<file path="config.mk">
export PLATFORM = sky130hd
export DESIGN_NAME = lfsr_seq_ctrl
export DESIGN_NICKNAME = d
export VERILOG_FILES = /design/src/rtl/lfsr_seq_ctrl.sv
export SDC_FILE = /design/constraint.sdc
export NUM_CORES = 1
export LEC_CHECK = 0
export CAP_MARGIN = 5
export CORE_MARGIN = 5
export CORE_UTILIZATION = 35
export CTS_BUF_LIST = sky130_fd_sc_hd__clkbuf_8
export CTS_CLUSTER_DIAMETER = 40
export DETAILED_ROUTE_END_ITERATION = 10
export PLACE_DENSITY = 0.68
export SLEW_MARGIN = 25
export SYNTH_ARGS = -nofsm -noshare
export SYNTH_HDL_FRONTEND = slang
export SYNTH_SLANG_ARGS = --single-unit
</file>
<file path="constraint.sdc">
create_clock -name clk -period 2.5 [get_ports clk]
set_input_delay 0.5 -clock clk [delete_from_list [all_inputs] [get_ports clk]]
set_output_delay 0.5 -clock clk [all_outputs]
set_load 0.02 [all_outputs]
</file>
<file path="src/rtl/lfsr_seq_ctrl.sv">
// Run controller for a 4-bit LFSR: loads a seed, advances it once per tick for a
// requested number of steps and records the first return-to-seed distance.
module lfsr_seq_ctrl #(
    parameter int unsigned NSTEP_W = 8
) (
    input  logic               clk,
    input  logic               RST,
    input  logic               start,
    input  logic [3:0]         seed,
    input  logic [NSTEP_W-1:0] nsteps,
    input  logic               tick,
    output logic [3:0]         state,
    output logic [NSTEP_W-1:0] step_cnt,
    output logic [3:0]         period,
    output logic               busy,
    output logic               done,
    output logic               err
);

    typedef enum logic [1:0] {StIdle, StLoad, StRun, StDone} fsm_e;

    fsm_e               fsm_q, fsm_d;
    logic [3:0]         lfsr_q, lfsr_d;
    logic [3:0]         seed_q, seed_d;
    logic [3:0]         per_q, per_d;
    logic [NSTEP_W-1:0] cnt_q, cnt_d;
    logic [NSTEP_W-1:0] nsteps_q, nsteps_d;
    logic               err_q, err_d;

    logic [3:0]         lfsr_nxt;
    logic [NSTEP_W-1:0] cnt_inc;

    assign lfsr_nxt = {lfsr_q[1] ^ lfsr_q[0], lfsr_q[3:1]};
    assign cnt_inc  = cnt_q + NSTEP_W'(1);

    always_ff @(posedge clk or posedge RST) begin
        if (RST) begin
            fsm_q    <= StIdle;
            lfsr_q   <= 4'd0;
            seed_q   <= 4'd0;
            per_q    <= 4'd0;
            cnt_q    <= '0;
            nsteps_q <= '0;
            err_q    <= 1'b0;
        end else begin
            fsm_q    <= fsm_d;
            lfsr_q   <= lfsr_d;
            seed_q   <= seed_d;
            per_q    <= per_d;
            cnt_q    <= cnt_d;
            nsteps_q <= nsteps_d;
            err_q    <= err_d;
        end
    end

    always_comb begin
        fsm_d    = fsm_q;
        lfsr_d   = lfsr_q;
        seed_d   = seed_q;
        per_d    = per_q;
        cnt_d    = cnt_q;
        nsteps_d = nsteps_q;
        err_d    = err_q;

        case (fsm_q)
            StIdle: begin
                if (start) begin
                    if (seed != 4'd0) begin
                        seed_d   = seed;
                        nsteps_d = nsteps;
                        err_d    = 1'b0;
                        fsm_d    = StLoad;
                    end else begin
                        // An all-zero seed would lock the LFSR, so refuse the run.
                        err_d = 1'b1;
                    end
                end
            end
            StLoad: begin
                lfsr_d = seed_q;
                cnt_d  = '0;
                per_d  = 4'd0;
                fsm_d  = (nsteps_q == '0) ? StDone : StRun;
            end
            StRun: begin
                if (tick) begin
                    lfsr_d = lfsr_nxt;
                    cnt_d  = cnt_inc;
                    if ((lfsr_nxt == seed_q) && (per_q == 4'd0)) begin
                        per_d = cnt_inc[3:0];
                    end
                    if (cnt_inc == nsteps_q) begin
                        fsm_d = StDone;
                    end
                end
            end
            StDone: begin
                fsm_d = StIdle;
            end
            default: begin
                fsm_d = StIdle;
            end
        endcase
    end

    assign state    = lfsr_q;
    assign step_cnt = cnt_q;
    assign period   = per_q;
    assign err      = err_q;
    assign busy     = (fsm_q == StLoad) || (fsm_q == StRun);
    assign done     = (fsm_q == StDone);

endmodule

</file>
==> results.txt <==
----------------------------------------------------
[Setup path]
  Crit path largest cell delay ... 0.61 ns
  Worst-path cell chain ... inv_1 > ha_1 > clkdlybuf4s50_1
  CP Class ... reg -> out
  Crit end category ... primary output
  Worst Path Required ... 2.00 ns
  Slowest library cell on the worst path ... sky130_fd_sc_hd__clkdlybuf4s50_1
  Setup crit start kind ... flop
  Data arrival time at the worst-slack endpoint ... 1.71 ns
  Largest driver fanout on the critical path ... 5

[Route]
  Post-detailed-routing wire length ... 3.96 mm
  Detailed Route Iter0 Violations ... 115
  Final routed wire length divided by cell count ... 13.5 µm
  Final ANT Viol Nets ... 0
  Detail-routed via count per cell ... 5.03
  Via Count ... 1478
  Iteration count of the initial detailed-routing pass ... 4
  DRC violations left ... 0

[Final layout]
  Final cell utilization of the core ... 45.2%
  Antenna diode instance count ... 0
  Layout Cell Area excl Fill ... 2280 µm²
  Share of final-layout standard cells stronger than drive strength 1 ... 8.04%
  Area grow syn2layout ... 27.0%
  Final net count ... 247

[CTS]
  Clock latency reported for the late side of the worst-skew pair ... 0.28 ns
  Gates resized, CTS repair ... 0
  Cell at the root of the clock tree ... sky130_fd_sc_hd__clkbuf_8
  CTS Hold Buffers Added ... 0
  Number of H-tree levels ... 2
  Deepest clock path buffer count ... 2
  Number of buffers created by CTS ... 5
  TritonCTS clock tree ... done
  CTS clk-pin slew, worst paths ... 0.06 ns
  Number of buffers added for setup after CTS ... 0
  Number of sinks on the clock net ... 31

[Global routing]
  Number of global-route vias before repair ... 1411
  Total congestion overflow after global routing ... 0
  Wire length of the first global-routing pass ... 6.66 mm
  Largest net degree at the start of global routing ... 32
  Number of antenna violations at the first check in global routing ... 0
  Total global-route track usage ... 13.1%

[Placed design]
  Cell area after placement ... 2210 µm²
  PortBufs ... 34
  Setup slack at placement ... 0.0614 ns
  Half-perimeter wire length of the detailed placement result ... 3.02 mm
  GP Congestion ... 0.796

[Die]
  Area of the core region ... 5040 µm²
  Starting utilization of the core area ... 35.6%
  Width of the die ... 81.6 µm
  Row cnt ... 26
  Number of primary I/O pins ... 35
  Vert. Die Dim ... 81.6 µm
  Die Footprint ... 6660 µm²

[Synthesis]
  Compound-Gate Fraction of Synth Area ... 16.7%
  Cell with the most instances after synthesis ... sky130_fd_sc_hd__nand2_1
  Post-synthesis cell type with the largest combined area ... sky130_fd_sc_hd__dfrtp_1
  Cell types occupying the most area after synthesis ... sky130_fd_sc_hd__dfrtp_1 43%, sky130_fd_sc_hd__nand2_1 7.5%, sky130_fd_sc_hd__ha_1 4.2%, sky130_fd_sc_hd__xor2_1 3.9%, sky130_fd_sc_hd__o21ai_0 3.6%
  Post-synthesis area per instance ... 9.55 µm²
  Yosys reg bits ... 31
  Synth Flop Type ... sky130_fd_sc_hd__dfrtp_1
  Adder-Cell Fraction of Synth Area ... 4.18%
  Number of enable-type register cells in the synthesized netlist ... 0
  Yosys top cell area share ... 43.2%
  Post-synthesis mux area share ... 3.48%
  Most frequent cells after synthesis ... 36 x sky130_fd_sc_hd__nand2_1, 31 x sky130_fd_sc_hd__dfrtp_1, 13 x sky130_fd_sc_hd__o21ai_0
  Parity-gate share of the synthesized area counting xor and xnor cells ... 8.08%
  Number of distinct library cells after synthesis ... 50
  Simple logic cell fraction of the synthesized area ... 20.7%
  Sequential element share of the synthesized area ... 43.2%
  Number of warnings printed during yosys synthesis ... 0
  Main combinational cell family by area after synthesis ... simple AND/OR/NAND/NOR gates
  Post-synthesis net count ... 210
  Summed instance area of the synthesized netlist ... 1800 µm²
  Async SR Flop Fraction ... 100%
  Synthesized netlist cell count ... 188

[Timing]
  Setup repair after global routing missed its margin ... no
  Fin. Hold Viols ... 0
  Final worst clock skew ... 0.00416 ns
  Min Tclk post-route ... 2.21 ns
  Worst Setup Slack, final ... 0.287 ns
  Transition time at the pin with the least slew margin ... 0.499 ns
  Highest attainable clock frequency ... 0.452 GHz
  Max-slew violation total from the final report ... 0
  Final period util ... 88.5%
  TNS Setup ... 0 ns
  Final-layout worst hold slack ... 0.509 ns
  Final setup violating endpoints ... 0
  Worst max-slew margin expressed relative to the limit ... 66.7%

[Run]
  Max-cap check violation count ... 0

[Power and ir drop]
  Total power density per cell area ... 1080 nW/µm²
  Leakage Power ... 0.000988 µW
  IR Drop Worst-Case VDD ... 0.663 mV

[Status]
  Run status ... finished clean

[Min path]
  Path class of the lowest-slack min-delay path ... reg -> reg

----------------------------------------------------
-- where the power goes --
| group | internal [µW] | switching [µW] | leakage [µW] |
|---|---|---|---|
| sequential | 682 | 186 | 0.000399 |
| combinational | 582 | 664 | 0.000548 |
| clock | 181 | 169 | 0.0000413 |
-- state kept, by name, indices dropped and copies added, names as in the netlist --
name      flops
err           1
fsm_q         2
nsteps_q      8
period        4
seed_q        4
state         4
step_cnt      8
-- kinds of logic after synthesis --
| group | after synthesis |
|---|---|
| DFF | 31 |
| AOI/OAI and AO/OA | 42 |
| and+or+nand+nor | 74 |
| buffers and inverters | 14 |
| muxes | 6 |
| adders and majority gates | 6 |
| xor gates and xnor gates | 15 |
-- critical path: cells and delay by family, from the launching register on --
kind                     cells  cell delay (ns)
buffers and inverters        2             0.72
flip-flops                   1             0.39
adder cells (fa/ha/maj)      1             0.32
-- area by class of cell --
class                           instances  area [µm²]
Sequential cell                        31         776
Multi-Input combinational cell        143         955
Fill cell                             486        2760
Inverter                                7        26.3
Tap cell                               70        87.6
Timing Repair Buffer                   37         363
Clock inverter                          1        3.75
Clock buffer                            5        68.8
-- layer usage --
metal | part of all wire, % | up-vias | global-route usage [%] | wire, µm
li1 | - | 738 | - | -
met4 | 0.96 | 0 | 3.99 | 38
met5 | 0 | - | 0 | 0
met2 | 46 | 34 | 20.4 | 1800
met1 | 47 | 702 | 17.0 | 1880
met3 | 6.0 | 4 | 4.82 | 238
-- through the flow --
stage / std cells / power (µW)
floorplan: 188 / 1720
global placement: 288 / 2110
detailed placement: 288 / 2140
CTS: 294 / 2500
global route: 294 / 2670
finish: 294 / 2460
-- worst paths after layout --
kind                              from   endpoint  slack, ns  cells past startpoint
min in group asynchronous          RST  seed_q[2]       0.59                      3
setup / recovery              fsm_q[0]       busy       0.29                      3
setup reg to reg           step_cnt[1]   fsm_q[1]       0.34                      6
hold / removal               period[0]  period[0]       0.51                      2
max in group asynchronous          RST  period[1]       1.62                      3
hold reg to reg              period[0]  period[0]       0.51                      2
-- layout by cell type, fill, tap and decap left out, types with 4 or more instances in the layout --
master and instances:
sky130_fd_sc_hd__o21ai_0 13, sky130_fd_sc_hd__clkdlybuf4s50_1 34, sky130_fd_sc_hd__ha_1 6, sky130_fd_sc_hd__nand2_1 36, sky130_fd_sc_hd__a21oi_1 8, sky130_fd_sc_hd__nand4_1 4, sky130_fd_sc_hd__inv_1 7, sky130_fd_sc_hd__nor2_1 6
sky130_fd_sc_hd__dfrtp_1 31, sky130_fd_sc_hd__nand3_1 7, sky130_fd_sc_hd__clkbuf_8 5, sky130_fd_sc_hd__mux2i_1 4, sky130_fd_sc_hd__xnor2_1 6, sky130_fd_sc_hd__xor2_1 8
No activity file was read; power rests on OpenSTA's default activity.
